File: src/rtl/cache_pkg.sv
// Cache-bus types: coherence controller states and the RAM handshake encoding.
package cache_pkg;
  localparam int CPUS = 2;

  typedef enum logic [3:0] {
    IDLE, WB1, WB2, SNOOP, RAMRD1, RAMRD2, C2C1, C2C2, IFETCH
  } ccstate_t;

  typedef enum logic [1:0] {
    FREE   = 2'd0,
    BUSY   = 2'd1,
    ACCESS = 2'd2,
    ERROR  = 2'd3
  } ramstate_t;
endpackage

File: src/rtl/cpu_types_pkg.sv
// Basic CPU-wide data types shared by the cache and bus blocks.
package cpu_types_pkg;
  typedef logic [31:0] word_t;
endpackage

File: src/rtl/bus_rr_arbiter.sv
// Two-requester grant with round-robin tie-break; the last-grant bit moves
// only when the owning transaction reports completion.
module bus_rr_arbiter (
  input  logic       CLK,
  input  logic       nRST,
  input  logic [1:0] i_req,
  input  logic       i_done,
  input  logic       i_done_id,
  output logic       o_valid,
  output logic       o_gnt
);
  logic r_last;

  always_comb begin
    o_valid = |i_req;
    o_gnt   = (&i_req) ? ~r_last : i_req[1];
  end

  // Reset to 1 so core 0 takes the first tie.
  always_ff @(posedge CLK or negedge nRST) begin
    if (!nRST)       r_last <= 1'b1;
    else if (i_done) r_last <= i_done_id;
  end
endmodule

File: src/rtl/coherence_ctrl.sv
// Bus-side coherence/memory controller: two caches onto one RAM port.
// Define COHERENCE_CTRL_SNOOP_EN to enable peer snooping and cache-to-cache supply.
module coherence_ctrl
  import cache_pkg::*;
  import cpu_types_pkg::*;
(
  input  logic                CLK,
  input  logic                nRST,
  input  logic  [CPUS-1:0]    iREN,
  input  word_t [CPUS-1:0]    iaddr,
  output logic  [CPUS-1:0]    iwait,
  output word_t [CPUS-1:0]    iload,
  input  logic  [CPUS-1:0]    dREN,
  input  logic  [CPUS-1:0]    dWEN,
  input  word_t [CPUS-1:0]    daddr,
  input  word_t [CPUS-1:0]    dstore,
  input  logic  [CPUS-1:0]    cctrans,
  input  logic  [CPUS-1:0]    ccwrite,
  output logic  [CPUS-1:0]    dwait,
  output word_t [CPUS-1:0]    dload,
  output logic  [CPUS-1:0]    ccwait,
  output logic  [CPUS-1:0]    ccinv,
  output word_t [CPUS-1:0]    ccsnoopaddr,
  output logic                ramREN,
  output logic                ramWEN,
  output word_t               ramaddr,
  output word_t               ramstore,
  input  word_t               ramload,
  input  logic  [1:0]         ramstate
);
  ccstate_t        r_state;
  logic            r_g;
  logic            w_p;
  logic            w_acc;
  logic            w_done;
  logic            w_valid;
  logic            w_gnt;
  logic [CPUS-1:0] w_req;
  logic [CPUS-1:0] w_rdc;

`ifdef COHERENCE_CTRL_SNOOP_EN
  logic r_inv;
  logic r_coh;
  assign w_rdc = dREN & cctrans;
`else
  logic w_unused;
  assign w_rdc    = '0;
  assign w_unused = ^{cctrans, ccwrite};
`endif

  assign w_p   = ~r_g;
  // ERROR never completes a beat, so it behaves exactly like BUSY.
  assign w_acc = (ramstate == ACCESS);
  assign w_done = w_acc && (r_state == WB2 || r_state == RAMRD2 ||
                            r_state == C2C2 || r_state == IFETCH);

  always_comb begin
    w_req = iREN;
    if (|dWEN)       w_req = dWEN;
    else if (|w_rdc) w_req = w_rdc;
    else if (|dREN)  w_req = dREN;
  end

  bus_rr_arbiter u_arb (
    .CLK       (CLK),
    .nRST      (nRST),
    .i_req     (w_req),
    .i_done    (w_done),
    .i_done_id (r_g),
    .o_valid   (w_valid),
    .o_gnt     (w_gnt)
  );

  always_ff @(posedge CLK or negedge nRST) begin
    if (!nRST) begin
      r_state <= IDLE;
      r_g     <= 1'b0;
`ifdef COHERENCE_CTRL_SNOOP_EN
      r_inv   <= 1'b0;
      r_coh   <= 1'b0;
`endif
    end else begin
      case (r_state)
        IDLE: if (w_valid) begin
          r_g <= w_gnt;
`ifdef COHERENCE_CTRL_SNOOP_EN
          r_inv <= 1'b0;
          r_coh <= 1'b0;
`endif
          if (dWEN[w_gnt])        r_state <= WB1;
          else if (dREN[w_gnt]) begin
`ifdef COHERENCE_CTRL_SNOOP_EN
            if (cctrans[w_gnt])   r_state <= SNOOP;
            else
`endif
                                  r_state <= RAMRD1;
          end
          else                    r_state <= IFETCH;
        end
        WB1:    if (w_acc) r_state <= WB2;
        WB2:    if (w_acc) r_state <= IDLE;
        RAMRD1: if (w_acc) r_state <= RAMRD2;
        RAMRD2: if (w_acc) r_state <= IDLE;
        IFETCH: if (w_acc) r_state <= IDLE;
`ifdef COHERENCE_CTRL_SNOOP_EN
        SNOOP: begin
          r_coh   <= 1'b1;
          r_inv   <= ccwrite[r_g];
          r_state <= ccwrite[w_p] ? C2C1 : RAMRD1;
        end
        C2C1:   if (w_acc) r_state <= C2C2;
        C2C2:   if (w_acc) r_state <= IDLE;
`endif
        default: r_state <= IDLE;
      endcase
    end
  end

  always_comb begin
    iwait       = '1;
    dwait       = '1;
    iload       = '0;
    dload       = '0;
    ccwait      = '0;
    ccinv       = '0;
    ccsnoopaddr = '0;
    ramREN      = 1'b0;
    ramWEN      = 1'b0;
    ramaddr     = '0;
    ramstore    = '0;
    case (r_state)
      WB1, WB2: begin
        ramWEN     = 1'b1;
        ramaddr    = daddr[r_g];
        ramstore   = dstore[r_g];
        dwait[r_g] = ~w_acc;
      end
      RAMRD1, RAMRD2: begin
        ramREN     = 1'b1;
        ramaddr    = daddr[r_g];
        dload[r_g] = ramload;
        dwait[r_g] = ~w_acc;
`ifdef COHERENCE_CTRL_SNOOP_EN
        // Keep the peer parked on the snoop until the requester's block lands.
        if (r_coh) begin
          ccwait[w_p]      = 1'b1;
          ccinv[w_p]       = r_inv;
          ccsnoopaddr[w_p] = daddr[r_g];
        end
`endif
      end
      IFETCH: begin
        ramREN     = 1'b1;
        ramaddr    = iaddr[r_g];
        iload[r_g] = ramload;
        iwait[r_g] = ~w_acc;
      end
`ifdef COHERENCE_CTRL_SNOOP_EN
      SNOOP: begin
        ccwait[w_p]      = 1'b1;
        ccinv[w_p]       = ccwrite[r_g];
        ccsnoopaddr[w_p] = daddr[r_g];
      end
      C2C1, C2C2: begin
        dload[r_g]       = dstore[w_p];
        ramWEN           = 1'b1;
        ramaddr          = daddr[r_g];
        ramstore         = dstore[w_p];
        dwait[r_g]       = ~w_acc;
        dwait[w_p]       = ~w_acc;
        ccwait[w_p]      = 1'b1;
        ccinv[w_p]       = r_inv;
        ccsnoopaddr[w_p] = daddr[r_g];
      end
`endif
      default: ;
    endcase
  end
endmodule

File: config.mk
export PLATFORM = sky130hd
export DESIGN_NAME = coherence_ctrl
export DESIGN_NICKNAME = d
export VERILOG_FILES = /design/src/rtl/cache_pkg.sv /design/src/rtl/cpu_types_pkg.sv /design/src/rtl/bus_rr_arbiter.sv /design/src/rtl/coherence_ctrl.sv
export SDC_FILE = /design/constraint.sdc
export NUM_CORES = 1
export LEC_CHECK = 0
export ABC_AREA = 1
export CORE_AREA = 8 8 187 189
export CTS_CLUSTER_DIAMETER = 100
export DETAILED_ROUTE_END_ITERATION = 7
export DIE_AREA = 0 0 195 197
export GPL_TIMING_DRIVEN = 0
export SLEW_MARGIN = 20
export SYNTH_ARGS = -nofsm -noshare
export SYNTH_HDL_FRONTEND = slang
export SYNTH_SLANG_ARGS = --single-unit
File: constraint.sdc
create_clock -name CLK -period 2.17 [get_ports CLK]
set_clock_uncertainty 0.15 [all_clocks]
set_input_delay 0.434 -clock CLK [delete_from_list [all_inputs] [get_ports CLK]]
set_output_delay 0.434 -clock CLK [all_outputs]
set_load 0.05 [all_outputs]
Word-level counts from Yosys, hierarchy flattened
Cells that the tools add are included.
{ "word_totals": {"regBits": 6, "inputBits": 238} }
{ "classes": {"magnitude_cmp": 3, "n_eq_ne": 11, "mux": 32, "n_bitwise": 5, "reduce_logical": 17} }
{ "ops": {"columns": ["op", "n"], "rows": [
  ["$mux W32", 8],
  ["$mux W64", 2],
  ["$and A64 B64 Y64", 1],
  ["$pmux W32 S2", 1],
  ["$demux W32 S1", 1],
  ["$mux W4", 6],
  ["$pmux W4 S4", 1],
  ["$eq A4 B3 Y1 const B", 3],
  ["$reduce_or A2 Y1", 5],
  ["$mux W1", 8],
  ["$mux W2", 4],
  ["$reduce_or A3 Y1", 2],
  ["$eq A4 B1 Y1 const B", 1],
  ["$eq A4 B2 Y1 const B", 1],
  ["$eq A4 B4 Y1 const B", 1],
  ["$logic_not A4 Y1", 1],
  ["$lt A1 B2 Y1 const B", 2],
  ["$ne A2 B1 Y1 const B", 2],
  ["$ne A2 B2 Y1 const B", 2],
  ["$reduce_and A2 Y1", 2],
  ["$reduce_and A4 Y1", 1],
  ["$reduce_or A4 Y1", 1],
  ["$logic_or A1 B1 Y1", 3],
  ["$eq A2 B2 Y1 const B", 1],
  ["other kinds (6)", 8]
]} }

Depth between registers and ports, before layout
Gate-level depths: netlist (run 1).
{ "logic_depth": {"depth_word": 11, "ltp_mapped": 11, "ltp_nobuf": 11} }

By module
Synthesis (run 1) repeated with hierarchy kept, for this count alone.
{ "unflattened": {"cells_unflattened": 696, "area_unflattened_um2": 3913.8} }
{ "by_module_without_submodules": {"columns": ["module", "instances", "cells_each", "area_each_um2"], "rows": [
  ["coherence_ctrl", 1, 688, 3857.4],
  ["bus_rr_arbiter", 1, 8, 56.3]
]} }

Least setup slack after synthesis (run 1)
OpenSTA, ideal clock, no wires.
{ "synth_path": {"kind": "register -> output", "start": "register r_state[2]", "end": "output iload[24] (netlist name)", "t_arrival_ns": 2.068, "setup_slack_ns": -0.482, "stages_incl_launch_ff": 8, "path_buffers": 2, "cell_sequence": "dfrtp_1 > inv_2 > nand2_1 > nor2_4 > inv_2 > buf_6 > buf_6 > nor3_1"} }
{ "synth_rtl": {"columns": ["element", "line_no", "rtl"], "rows": [
  ["start, declared", "coherence_ctrl.sv:31", "ccstate_t r_state;"],
  ["start signal, assigned", "coherence_ctrl.sv:76", "r_state <= IDLE;"],
  ["start signal, assigned", "coherence_ctrl.sv:90", "if (dWEN[w_gnt]) r_state <= WB1;"],
  ["start signal, assigned", "coherence_ctrl.sv:96", "r_state <= RAMRD1;"],
  ["end, declared", "coherence_ctrl.sv:12", "output word_t [CPUS-1:0] iload,"]
]} }

==> reports/summary.json, run 1 <==
{
  "start_to_end_type_of_the_worst_setup_path": "reg2out",
  "drive_above_1_share_pct": 46.2,
  "first_global_vias": 6988,
  "synth_warnings": 0,
  "drc_errors": 0,
  "drv_cap": 0,
  "worst_skew_pair.late_latency_ns": 0.23,
  "die-area_mm2": 0.0384,
  "final_area_mm2": 0.0117,
  "grtUsageMet2_pct": 27.1,
  "path_clk_slew_ns": 0.04,
  "cp_data_required_time_ns": 1.59,
  "hold_class": "in2async",
  "grt_use_met1_pct": 16.3,
  "dieHeight_um": 197,
  "n_antenna_cell": 0,
  "cts_root_buffer": "clkbuf_16",
  "ioPinCount": 504,
  "placedInstanceArea_mm2": 0.00994,
  "groute.usage.overall_pct": 14.5,
  "timing.critical_path.to_type": "primary output",
  "dr.first_iter.drc_count": 137,
  "worstPathMaxFanout": 10,
  "status": "complete, but fails checks",
  "die_width_um": 195,
  "synth_seq_cells": 6,
  "postSynthCellCount": 693,
  "cts_hold_bufs": 0,
  "grt-busiest-layer": "met2",
  "layout.filler_cells": 3257,
  "grt_first_pass_wirelength_mm": 43.5,
  "ir_worst_vdd_v": 0.000771,
  "layout_commonest_cell": "nand2_1",
  "failed_checks": "setup timing",
  "start_util_pct": 11.5,
  "p_switching_w": 0.00875,
  "postRouteWirelength_mm": 31.2,
  "routedWlPerCell_um": 19.1,
  "swShare_pct": 61.2,
  "globalRouteOverflowTotal": 0,
  "power_per_cell_area_mw_per_mm2": 1220,
  "use_met3_pct": 4.11,
  "utilization_pct": 36.6,
  "maximum_number_of_pins_on_one_net_before_global_route_repair": 11,
  "tritoncts.num_buffers": 3,
  "drt.antenna.violating_nets": 0,
  "routabilityCongestion": 0.840,
  "grt_antenna_before_repair": 0,
  "setup_slack_ns": -0.141,
  "nNetsFinal": 1465,
  "detailed_place_hpwl_mm": 25.0,
  "via_cell_ratio": 4.03,
  "seq_total_area_yosys_pct": 4.12,
  "setup_viol": 181,
  "power_report.internal_total_w": 0.00556,
  "post-layout-total-power_w": 0.0143,
  "stdcell_count": 1634,
  "mostFrequentLayoutCells": "nand2_1 (234), clkdlybuf4s50_1 (233), buf_6 (183), nor3_4 (118), buf_4 (100)",
  "synthesis.area_per_instance_um2": 5.30,
  "placementRows": 66,
  "numClockSinks": 6,
  "dpl.cell_count": 1599,
  "drt_first_pass_iters": 7,
  "final.period_utilization_pct": 106,
  "power_frac_seq_pct": 1.6,
  "core_area_mm2": 0.0320,
  "start_kind": "flop",
  "timing_hold_violations_final": 0,
  "p_clk_share_pct": 2.2,
  "tritoncts": "built",
  "report.final.slew_viol_count": 0,
  "critPathArrivalTime_ns": 1.73,
  "maxClockFrequency_mhz": 433,
  "place.port_buffers": 431,
  "final_period_minus_worst_setup_slack_ns": 2.31,
  "power.combinational.fraction_pct": 96.2,
  "rsz0062_at_grt": "yes",
  "area_growth_syn_to_layout_pct": 219,
  "clock_tree.htree_level_count": 1,
  "detailroute.via_count": 6592,
  "cts-root-to-sink-buffers": 2,
  "synth_cell_type_count": 23,
  "power.static_leakage_nw": 5.54,
  "synth.cell_area_mm2": 0.00367
}
cell type report:
class	instances	area [um^2]	share of cell area, %
clock buffers	4	78.8	0.673
repair buffers	461	4950	42.2
multi-input cells	577	4320	36.9
repair inverters	1	8.76	0.0748
well taps	408	510	4.36
plain buffers	126	1490	12.7
inverters	51	206	1.76
flip-flops and latches	6	153	1.30
logic make-up after synthesis:
kind of cell	Yosys count	share of synthesized area [%]
AND/OR/NAND/NOR	406	50.8
AO/OA/AOI/OAI	103	16.2
other	1	0.102
buffers and inverters	177	28.7
flip-flops	6	4.12
worst paths after layout:
path / from / end / slack (ns) / depth (start not counted)
setup / recovery: r_state[2]$_DFFE_PN0P_ / iload[54] / -0.14 / 8
hold / removal: nRST / r_state[1]$_DFFE_PN0P_ / 0.29 / 1
setup reg to reg: r_state[0]$_DFFE_PN0P_ / r_state[2]$_DFFE_PN0P_ / 0.48 / 10
hold reg to reg: u_arb.r_last$_DFFE_PN1P_ / u_arb.r_last$_DFFE_PN1P_ / 0.35 / 2
max in group asynchronous: nRST / u_arb.r_last$_DFFE_PN1P_ / 1.31 / 1
min in group CLK: u_arb.r_last$_DFFE_PN1P_ / u_arb.r_last$_DFFE_PN1P_ / 0.35 / 2
what timing repair did:
action,CTS,global route
gates resized for setup,1491,154
setup endpoints to repair,198,198
buffers inserted,8,9
gates cloned,3,11
pin swaps,12,17
cell usage after synthesis:
master      n  area share [%]
a21o_1     32             6.5
a21oi_1    65             8.9
buf_2      21             2.9
buf_4      69              14
buf_6      14             4.3
clkbuf_1   22             2.2
conb_1      1            0.10
dfrtp_1     5             3.4
dfstp_2     1            0.72
inv_1      46             4.7
inv_2       5            0.51
nand2_1   252              26
nand2_2     2            0.34
nand2_4     2            0.61
nand3_1    12             1.6
nor2_1      5            0.51
nor2_2      3            0.51
nor2_4      1            0.31
nor2_8      1            0.55
nor3_1    105              14
nor3_2     23             6.3
o21ai_0     5            0.68
o21ai_1     1            0.14
per-stage QoR:
| stage | worst slack, ns | hold slack [ns] | TNS, ns |
|---|---|---|---|
| after floorplan | -0.414 | -0.0116 | -6.97 |
| after global placement | -1.70 | 0.335 | -154.84 |
| after detailed placement | -1.21 | 0.344 | -146.15 |
| after CTS | -0.140 | 0.302 | -14.14 |
| after global routing | -0.218 | 0.318 | -28.86 |
| final | -0.141 | 0.292 | -15.59 |
metal layers:
layer  part of all wire [%]  routed length [um]
met2                     53               16400
met3                    8.5                2660
met1                     37               11700
met5                      0                   0
met4                    1.4                 442
power groups by stage:
stage          combinational, W  sequential (W)  clock [W]
2_1_floorplan           0.00742        0.000193          0
5_1_grt                  0.0144        0.000241   0.000318
3_5_place_dp             0.0110        0.000201          0
6_report                 0.0138        0.000235   0.000310
3_3_place_gp             0.0110        0.000200          0
4_1_cts                  0.0126        0.000234   0.000312
flip-flops by register name, indices dropped and copies added, names as in the netlist:
register / flops
u_arb.r_last: 1
r_state: 4
r_g: 1
critical path: stages, from the launching register on:
cell	delay, ns
dfrtp_1	0.40
inv_2	0.10
nand2_2	0.07
nor2_4	0.15
inv_8	0.09
buf_12	0.17
buf_12	0.16
nor3_4	0.14
buf_6	0.19
Note: power is estimated with default switching activity, not from simulation.
==> inputs of run 2 (changes only) <==
- ABC_AREA: 1 -> not set
- ABC_CLOCK_PERIOD_IN_PS: not set -> 2170
- CORE_AREA: 8 8 187 189 -> 8 8 188 190
- DIE_AREA: 0 0 195 197 -> 0 0 196 198
==> run 2 against run 1 <==
  * The flow still finishes with violations (setup timing)
  * Via count fell by 19%
  * Largest cell class unchanged
  * Sequential cell count did not move
  * Non-clock buffer count fell by 1
  * Highest routed layer unchanged
  * Sequential power fell by 8%
  * Utilization fell by 1.8 points
  * Die area rose by 1.0%
  * Critical endpoint is now ramstore[2]
  * Critical path depth fell by 3
  * Cell count fell by 14%
  * Hold slack improved by 0.024 ns
  * Area after synthesis fell by 8.5%
  * Design area fell by 4.5%
==> reports/summary.json, run 2 <==
{
  "postSynthCellCount": {"value": 459, "change": "was 693"},
  "start_to_end_type_of_the_worst_setup_path": {"value": "reg2out", "change": "unchanged"},
  "largest_register_ffs": {"value": 4, "change": "unchanged"},
  "grt_antenna_before_repair": {"value": 0, "change": "unchanged"},
  "failed_checks": {"value": "setup timing", "change": "unchanged"},
  "ys_top_cells_by_area": {"value": "mux2i_1 (29%), buf_4 (15%), and3_1 (12%)", "change": "was nand2_1 (26%), nor3_1 (14%), buf_4 (14%)"},
  "n_antenna_cell": {"value": 0, "change": "unchanged"},
  "start_util": {"value": 10.4, "unit": "%", "change": "was 11.5%"},
  "timing_hold_violations_final": {"value": 0, "change": "unchanged"},
  "final.period_utilization": {"value": 111, "unit": "%", "change": "was 106%"},
  "drt.antenna.violating_nets": {"value": 0, "change": "unchanged"},
  "power.static_leakage": {"value": 4.89, "unit": "nW", "change": "was 5.54 nW"},
  "rsz0062_at_grt": {"value": "yes", "change": "unchanged"},
  "synthesis.area_per_instance": {"value": 7.32, "unit": "um^2", "change": "was 5.30 um^2"},
  "seq_total_area_yosys": {"value": 4.50, "unit": "%", "change": "was 4.12%"},
  "synth_enable_flop_cells": {"value": 0, "change": "unchanged"},
  "synth_warnings": {"value": 0, "change": "unchanged"},
  "largest_registers": {"value": "r_state: 4 flops, r_g: 1 flops, u_arb.r_last: 1 flops", "change": "unchanged"},
  "detailed_place_hpwl": {"value": 21.7, "unit": "mm", "change": "was 25.0 mm"},
  "grt_first_pass_wirelength": {"value": 37.2, "unit": "mm", "change": "was 43.5 mm"},
  "first_global_vias": {"value": 5621, "change": "was 6988"},
  "largest_register": {"value": "r_state", "change": "unchanged"},
  "nNetsFinal": {"value": 1243, "change": "was 1465"},
  "dr.first_iter.drc_count": {"value": 110, "change": "was 137"},
  "setup_viol": {"value": 183, "change": "was 181"},
  "drc_errors": {"value": 0, "change": "unchanged"},
  "die_width": {"value": 196, "unit": "um", "change": "was 195 um"},
  "critPathArrivalTime": {"value": 1.83, "unit": "ns", "change": "was 1.73 ns"},
  "globalRouteOverflowTotal": {"value": 0, "change": "unchanged"},
  "routedWlPerCell": {"value": 19.4, "unit": "um", "change": "was 19.1 um"},
  "worst_skew_pair.late_latency": {"value": 0.23, "unit": "ns", "change": "about the same"},
  "via_cell_ratio": {"value": 3.80, "change": "was 4.03"},
  "power_per_cell_area": {"value": 1340, "unit": "mW/mm^2", "change": "was 1220 mW/mm^2"},
  "cts_root_buffer": {"value": "clkbuf_16", "change": "unchanged"},
  "timing.critical_path.to_type": {"value": "primary output", "change": "unchanged"},
  "postRouteWirelength": {"value": 27.4, "unit": "mm", "change": "was 31.2 mm"},
  "placementRows": {"value": 66, "change": "unchanged"},
  "synth.cell_area": {"value": 0.00336, "unit": "mm^2", "change": "was 0.00367 mm^2"},
  "multi_input_area": {"value": 0.00372, "unit": "mm^2", "change": "was 0.00432 mm^2"},
  "synthAdderAreaFrac": {"value": 0, "unit": "%", "change": "unchanged"},
  "core_area": {"value": 0.0322, "unit": "mm^2", "change": "was 0.0320 mm^2"},
  "maximum_number_of_pins_on_one_net_before_global_route_repair": {"value": 11, "change": "unchanged"},
  "mostFrequentLayoutCells": {"value": "clkdlybuf4s50_1 (233), buf_8 (145), buf_4 (96), mux2i_1 (86), buf_6 (82)", "change": "was nand2_1 (234), clkdlybuf4s50_1 (233), buf_6 (183), nor3_4 (118), buf_4 (100)"},
  "drt_first_pass_iters": {"value": 4, "change": "was 7"},
  "tritoncts.num_buffers": {"value": 3, "change": "unchanged"},
  "numClockSinks": {"value": 6, "change": "unchanged"},
  "pre_cts_ws": {"value": -1.45, "unit": "ns", "change": "was -1.21 ns"},
  "synth_simple_gate_area_share": {"value": 34.3, "unit": "%", "change": "was 50.8%"},
  "synth_top_area_cell": {"value": "mux2i_1", "change": "was nand2_1"},
  "groute.usage.overall": {"value": 12.4, "unit": "%", "change": "was 14.5%"},
  "muxShareOfSynthArea": {"value": 28.9, "unit": "%", "change": "was 0%"},
  "synth_seq_cells": {"value": 6, "change": "unchanged"},
  "place.port_buffers": {"value": 431, "change": "unchanged"},
  "ir_worst_vdd": {"value": 0.00129, "unit": "V", "change": "was 0.000771 V"},
  "final.setup.tns": {"value": -25.88, "unit": "ns", "change": "was -15.59 ns"},
  "drive_above_1_share": {"value": 56.3, "unit": "%", "change": "was 46.2%"},
  "sequential_cell_area": {"value": 154, "unit": "um^2", "change": "was 153 um^2"},
  "crit_slowest_cell": {"value": "or3_4", "change": "was dfrtp_1"},
  "drv_cap": {"value": 0, "change": "unchanged"},
  "post_synthesis_compound_gate_area_fraction": {"value": 8.86, "unit": "%", "change": "was 16.2%"},
  "area_growth_syn_to_layout": {"value": 233, "unit": "%", "change": "was 219%"},
  "maxClockFrequency": {"value": 414, "unit": "MHz", "change": "was 433 MHz"},
  "synth-xor-area-share": {"value": 0.782, "unit": "%", "change": "was 0%"},
  "timing.critical_path.from": {"value": "r_state[2]$_DFFE_PN0P_", "change": "unchanged"},
  "cp_data_required_time": {"value": 1.59, "unit": "ns", "change": "about the same"},
  "yosys_most_used_dff": {"value": "dfrtp_1", "change": "unchanged"},
  "tritoncts": {"value": "built", "change": "unchanged"},
  "synth_top_area_share": {"value": 28.9, "unit": "%", "change": "was 25.8%"},
  "hold_class": {"value": "in2async", "change": "unchanged"},
  "path_clk_slew": {"value": 0.04, "unit": "ns", "change": "about the same"},
  "yosys.cell_count.top_type": {"value": "mux2i_1", "change": "was nand2_1"},
  "status": {"value": "complete, but fails checks", "change": "unchanged"},
  "synth_cell_type_count": {"value": 35, "change": "was 23"},
  "report.final.slew_viol_count": {"value": 0, "change": "unchanged"},
  "critical_path.cell_chain": {"value": "buf_4 > or3_4 > buf_12 > nor2_4 > buf_8", "change": "was inv_2 > nand2_2 > nor2_4 > inv_8 > buf_12 > buf_12 > nor3_4 > buf_6"},
  "setup_slack": {"value": -0.243, "unit": "ns", "change": "was -0.141 ns"},
  "layout.filler_cells": {"value": 3217, "change": "was 3257"},
  "layout_commonest_cell": {"value": "clkdlybuf4s50_1", "change": "was nand2_1"},
  "die-area": {"value": 0.0388, "unit": "mm^2", "change": "was 0.0384 mm^2"},
  "detailroute.via_count": {"value": 5362, "change": "was 6592"},
  "start_kind": {"value": "flop", "change": "unchanged"},
  "ioPinCount": {"value": 504, "change": "unchanged"},
  "cts-root-to-sink-buffers": {"value": 2, "change": "unchanged"},
  "synthArstFlopShare": {"value": 100, "unit": "%", "change": "unchanged"},
  "worstPathMaxFanout": {"value": 10, "change": "unchanged"},
  "critical_path.max_stage_delay": {"value": 0.50, "unit": "ns", "change": "was 0.40 ns"},
  "final_period_minus_worst_setup_slack": {"value": 2.41, "unit": "ns", "change": "was 2.31 ns"},
  "synth.cells.most_frequent": {"value": "mux2i_1 (97), buf_4 (68), and3_1 (65)", "change": "was nand2_1 (252), nor3_1 (105), buf_4 (69)"},
  "combinational_family_with_the_most_area_after_synthesis": {"value": "simple AND/OR/NAND/NOR gates", "change": "unchanged"},
  "clock_tree.htree_level_count": {"value": 1, "change": "unchanged"},
  "rr_startpoint": {"value": "r_state[0]$_DFFE_PN0P_", "change": "unchanged"},
  "dieHeight": {"value": 198, "unit": "um", "change": "was 197 um"},
  "routabilityCongestion": {"value": 0.803, "change": "was 0.840"}
}
-- run 2: worst paths after layout --
path                                             to  slack, ns  depth (start not counted)
setup / recovery                        ramstore[2]      -0.24                          5
hold / removal               r_state[1]$_DFFE_PN0P_       0.32                          1
setup reg to reg             r_state[2]$_DFFE_PN0P_       0.33                          6
hold reg to reg            u_arb.r_last$_DFFE_PN1P_       0.37                          2
max in group asynchronous  u_arb.r_last$_DFFE_PN1P_       1.26                          1
min in group CLK           u_arb.r_last$_DFFE_PN1P_       0.37                          2
-- run 2: power by group --
group	internal, W	switching [W]	total, W	leakage (nW)
combinational	0.00606	0.00843	0.0145	4.78
sequential	0.000170	0.0000463	0.000216	0.0725
clock	0.000244	0.0000668	0.000311	0.0382
-- run 2: layer usage --
metal,share of wire (%),vias up,GRT usage [%]
li1,-,2578,-
met1,39,2534,14.7
met2,54,236,23.0
met3,6.9,14,3.24
met4,0.77,0,0.926
met5,0,-,0
-- run 2: what timing repair did --
| action | 4_1_cts | 5_1_grt |
|---|---|---|
| gates cloned | 6 | 6 |
| hold buffers | 0 | 0 |
| pin swaps | 8 | 11 |
| gates resized for setup | 1505 | 379 |
| endpoints found under the setup margin | 198 | 198 |
| hold endpoints to repair | 0 | 0 |
| buffers inserted | 17 | 19 |
-- run 2: area by class of cell --
type | count | share of cell area (%)
multi-input cells | 403 | 33.2
well taps | 408 | 4.56
flip-flops and latches | 6 | 1.38
repair buffers | 477 | 50.6
plain buffers | 109 | 9.34
clock buffers | 4 | 0.705
inverters | 5 | 0.201
-- run 2: per-stage QoR --
step	utilization (%)	cell area, um^2	total power, W	hold slack, ns	std cells
floorplan	-	3800	0.00765	-0.0116	526
global placement	26.8	8630	0.0113	0.357	1365
detailed placement	26.8	8630	0.0113	0.364	1365
CTS	30.2	9730	0.0134	0.322	1392
global route	34.7	11200	0.0156	0.363	1412
finish	34.7	11200	0.0150	0.317	1412
-- run 2: kinds of logic (layout without fill, tap and decap cells) --
group / after synthesis / count (layout)
AND/OR/NAND/NOR: 188 / 188
buffers and inverters: 117 / 595
multiplexers: 97 / 97
AO/OA/AOI/OAI: 47 / 47
flip-flops: 6 / 6
XOR/XNOR: 3 / 3
other: 1 / 68
-- run 2: critical path: cells and delay by family, from the launching register on --
| kind | cells | cell delay (ns) |
|---|---|---|
| flops | 1 | 0.42 |
| buf+inv | 3 | 0.53 |
| simple gates | 2 | 0.62 |
==> inputs of run 3 (changes only) <==
- ABC_CLOCK_PERIOD_IN_PS: 2170 -> 2900
- CORE_AREA: 8 8 188 190 -> 8 8 192 194
- DIE_AREA: 0 0 196 198 -> 0 0 200 202
- clock period: 2.17 -> 2.9 ns (I/O delays scaled with it)
==> run 3 against run 2 <==
  * Sequential share of layout area increased by 0.44 points
  * Largest cell class unchanged
  * Die area increased by 4.1%
  * Worst setup slack improved by 0.32 ns
  * The run now ends clean
  * Combinational power decreased by 48%
==> reports/summary.json, run 3 (same netlist as run 2, synthesis figures left out) <==
{
  "die-area": {"value": 0.0404, "unit": "mm^2", "change": "was 0.0388 mm^2"},
  "timing.critical_path.depth": {"value": 7, "change": "was 5"},
  "start_kind": {"value": "flop", "change": "unchanged"},
  "tightest_slew_ns": 0.525,
  "power.static_leakage": {"value": 4.01, "unit": "nW", "change": "was 4.89 nW"},
  "slew_headroom_pct": 64.9,
  "grt_first_pass_wirelength": {"value": 35.5, "unit": "mm", "change": "was 37.2 mm"},
  "hold_class": {"value": "reg2reg", "change": "was in2async"},
  "worst_skew_pair.late_latency": {"value": 0.23, "unit": "ns", "change": "about the same"},
  "place.port_buffers": {"value": 431, "change": "unchanged"},
  "post-layout-total-power": {"value": 0.00795, "unit": "W", "change": "was 0.0150 W"},
  "placedInstanceArea": {"value": 0.00850, "unit": "mm^2", "change": "was 0.00863 mm^2"},
  "status": {"value": "completed", "change": "was complete, but fails checks"},
  "setup_viol": {"value": 0, "change": "was 183"},
  "layout_commonest_cell": {"value": "clkdlybuf4s50_1", "change": "unchanged"},
  "dieHeight": {"value": 202, "unit": "um", "change": "was 198 um"},
  "final_period_minus_worst_setup_slack_ns": 2.82,
  "drt.antenna.violating_nets": {"value": 0, "change": "unchanged"},
  "cts-root-to-sink-buffers": {"value": 2, "change": "unchanged"},
  "crit_buf_inv": {"value": 3, "change": "unchanged"},
  "mostFrequentLayoutCells": {"value": "clkdlybuf4s50_1 (234), mux2i_1 (96), buf_4 (88), clkdlybuf4s15_2 (86), buf_2 (81)", "change": "was clkdlybuf4s50_1 (233), buf_8 (145), buf_4 (96), mux2i_1 (86), buf_6 (82)"},
  "reg2regPathDepth": {"value": 5, "change": "was 6"},
  "clock_tree.htree_level_count": {"value": 1, "change": "unchanged"},
  "core_area": {"value": 0.0339, "unit": "mm^2", "change": "was 0.0322 mm^2"},
  "detailed_place_hpwl": {"value": 22.2, "unit": "mm", "change": "was 21.7 mm"},
  "largest_register_ffs": {"value": 4, "change": "unchanged"},
  "groute.usage.overall": {"value": 11.4, "unit": "%", "change": "was 12.4%"},
  "numClockSinks": {"value": 6, "change": "unchanged"},
  "start_to_end_type_of_the_worst_setup_path": {"value": "reg2out", "change": "unchanged"},
  "via_cell_ratio": {"value": 3.56, "change": "was 3.80"},
  "largest_register": {"value": "r_state", "change": "unchanged"},
  "cpMostUsedCell": "buf_2",
  "drt_first_pass_iters": {"value": 4, "change": "unchanged"},
  "report.final.slew_viol_count": {"value": 0, "change": "unchanged"},
  "utilization": {"value": 24.6, "unit": "%", "change": "was 34.7%"},
  "detailroute.via_count": {"value": 5046, "change": "was 5362"},
  "critical_path.max_stage_delay": {"value": 0.46, "unit": "ns", "change": "was 0.50 ns"},
  "dr.first_iter.drc_count": {"value": 135, "change": "was 110"},
  "layout.filler_cells": {"value": 3749, "change": "was 3217"},
  "critPathArrivalTime": {"value": 2.09, "unit": "ns", "change": "was 1.83 ns"},
  "maxClockFrequency_mhz": 355,
  "drive_above_1_share": {"value": 35.6, "unit": "%", "change": "was 56.3%"},
  "routabilityCongestion": {"value": 0.867, "change": "was 0.803"},
  "fin_worst_hold_slack": {"value": 0.369, "unit": "ns", "change": "was 0.317 ns"},
  "area_growth_syn_to_layout": {"value": 148, "unit": "%", "change": "was 233%"},
  "grt_antenna_before_repair": {"value": 1, "change": "was 0"},
  "first_global_vias": {"value": 5635, "change": "was 5621"},
  "globalRouteOverflowTotal": {"value": 0, "change": "unchanged"},
  "ir_worst_vdd": {"value": 0.000420, "unit": "V", "change": "was 0.00129 V"},
  "timing.hold.worst_path_depth": 2,
  "worstPathMaxFanout": {"value": 10, "change": "unchanged"},
  "cp_top_family": {"value": "buffers and inverters", "change": "was simple AND/OR/NAND/NOR gates"},
  "drv_cap": {"value": 0, "change": "unchanged"},
  "largest_registers": {"value": "r_state: 4 flops, r_g: 1 flops, u_arb.r_last: 1 flops", "change": "unchanged"},
  "n_antenna_cell": {"value": 0, "change": "unchanged"},
  "setup_slack": {"value": 0.0800, "unit": "ns", "change": "was -0.243 ns"},
  "cts_root_buffer": {"value": "clkbuf_16", "change": "unchanged"},
  "cp_data_required_time": {"value": 2.17, "unit": "ns", "change": "was 1.59 ns"},
  "drc_errors": {"value": 0, "change": "unchanged"},
  "timing.critical_path.to_type": {"value": "primary output", "change": "unchanged"},
  "power_per_cell_area": {"value": 953, "unit": "mW/mm^2", "change": "was 1340 mW/mm^2"},
  "ioPinCount": {"value": 504, "change": "unchanged"},
  "final_area": {"value": 0.00835, "unit": "mm^2", "change": "was 0.0112 mm^2"},
  "die_width": {"value": 200, "unit": "um", "change": "was 196 um"},
  "placementRows": {"value": 68, "change": "was 66"},
  "maximum_number_of_pins_on_one_net_before_global_route_repair": {"value": 11, "change": "unchanged"},
  "postRouteWirelength": {"value": 25.2, "unit": "mm", "change": "was 27.4 mm"},
  "tritoncts.num_buffers": {"value": 3, "change": "unchanged"},
  "timing_hold_violations_final": {"value": 0, "change": "unchanged"},
  "pre_cts_ws": {"value": -0.710, "unit": "ns", "change": "was -1.45 ns"},
  "nNetsFinal": {"value": 1202, "change": "was 1243"},
  "crit_slowest_cell": {"value": "dfrtp_1", "change": "was or3_4"},
  "routedWlPerCell": {"value": 17.8, "unit": "um", "change": "was 19.4 um"},
  "final.period_utilization_pct": 97.2,
  "tritoncts": {"value": "built", "change": "unchanged"},
  "path_clk_slew": {"value": 0.04, "unit": "ns", "change": "about the same"},
  "critical_path.cell_chain": {"value": "nor2_4 > xnor2_1 > nand2b_1 > buf_2 > buf_2 > o22ai_1 > clkdlybuf4s15_2", "change": "was buf_4 > or3_4 > buf_12 > nor2_4 > buf_8"},
  "start_util": {"value": 9.90, "unit": "%", "change": "was 10.4%"}
}
## run 3: cell types whose count changed in the layout (fill, tap and decap cells not counted), moves of 15 or more
cell / change
buf_8: -145
clkdlybuf4s15_2: +86
buf_2: +79
buf_6: -76
and2_1: +64
and2_4: -64
and3_1: +52
and3_4: -52
nor2_4: -31
o22ai_1: +29
nor2_2: +27
clkbuf_4: +19
o22ai_2: -16
buf_12: -15
## run 3: worst paths after layout
| kind | start | slack [ns] | end |
|---|---|---|---|
| min reg2reg | u_arb.r_last$_DFFE_PN1P_ | 0.37 | u_arb.r_last$_DFFE_PN1P_ |
| min | u_arb.r_last$_DFFE_PN1P_ | 0.37 | u_arb.r_last$_DFFE_PN1P_ |
| max | r_state[0]$_DFFE_PN0P_ | 0.08 | ramaddr[30] |
| max reg2reg | r_state[1]$_DFFE_PN0P_ | 1.21 | r_state[2]$_DFFE_PN0P_ |
| max in group asynchronous | nRST | 1.86 | u_arb.r_last$_DFFE_PN1P_ |
| min in group asynchronous | nRST | 0.45 | r_state[0]$_DFFE_PN0P_ |
## run 3: routing by layer
layer	vias up	global-route usage [%]	wire length (um)
met4	2	1.29	247
met3	18	3.09	2020
met2	227	22.6	13500
met5	-	0	13
li1	2478	-	-
met1	2321	11.9	9390
## run 3: through the flow
stage,TNS [ns],instances
after floorplan,0,526
after CTS,-0.0290,1417
after global placement,-82.85,1412
after detailed placement,-83.10,1412
final,0,1418
after global routing,-0.00733,1418
## run 3: area by class of cell
cell class	count	area (um^2)	area share, %
flip-flops and latches	6	151	1.81
inverters	5	22.5	0.270
well taps	455	569	6.82
plain buffers	112	806	9.66
clock buffers	4	78.8	0.945
multi-input cells	403	2740	32.8
repair buffers	433	3980	47.7
## run 3: what timing repair did
item,4_1_cts,5_1_grt
hold buffers,0,0
gates resized for setup,717,124
pin swaps,0,1
buffers inserted,1,1
endpoints found under the setup margin,197,128
## run 3: report_power, final
part           switching (W)  total [W]  internal, W
clock network      0.0000504   0.000233     0.000183
registers          0.0000421   0.000166     0.000124
logic                0.00529    0.00755      0.00226
## run 3: tightest hold or removal path: stages, from the launching register on
cell and delay, ns:
dfstp_2 0.37, o21ai_0 0.07, o31ai_1 0.07
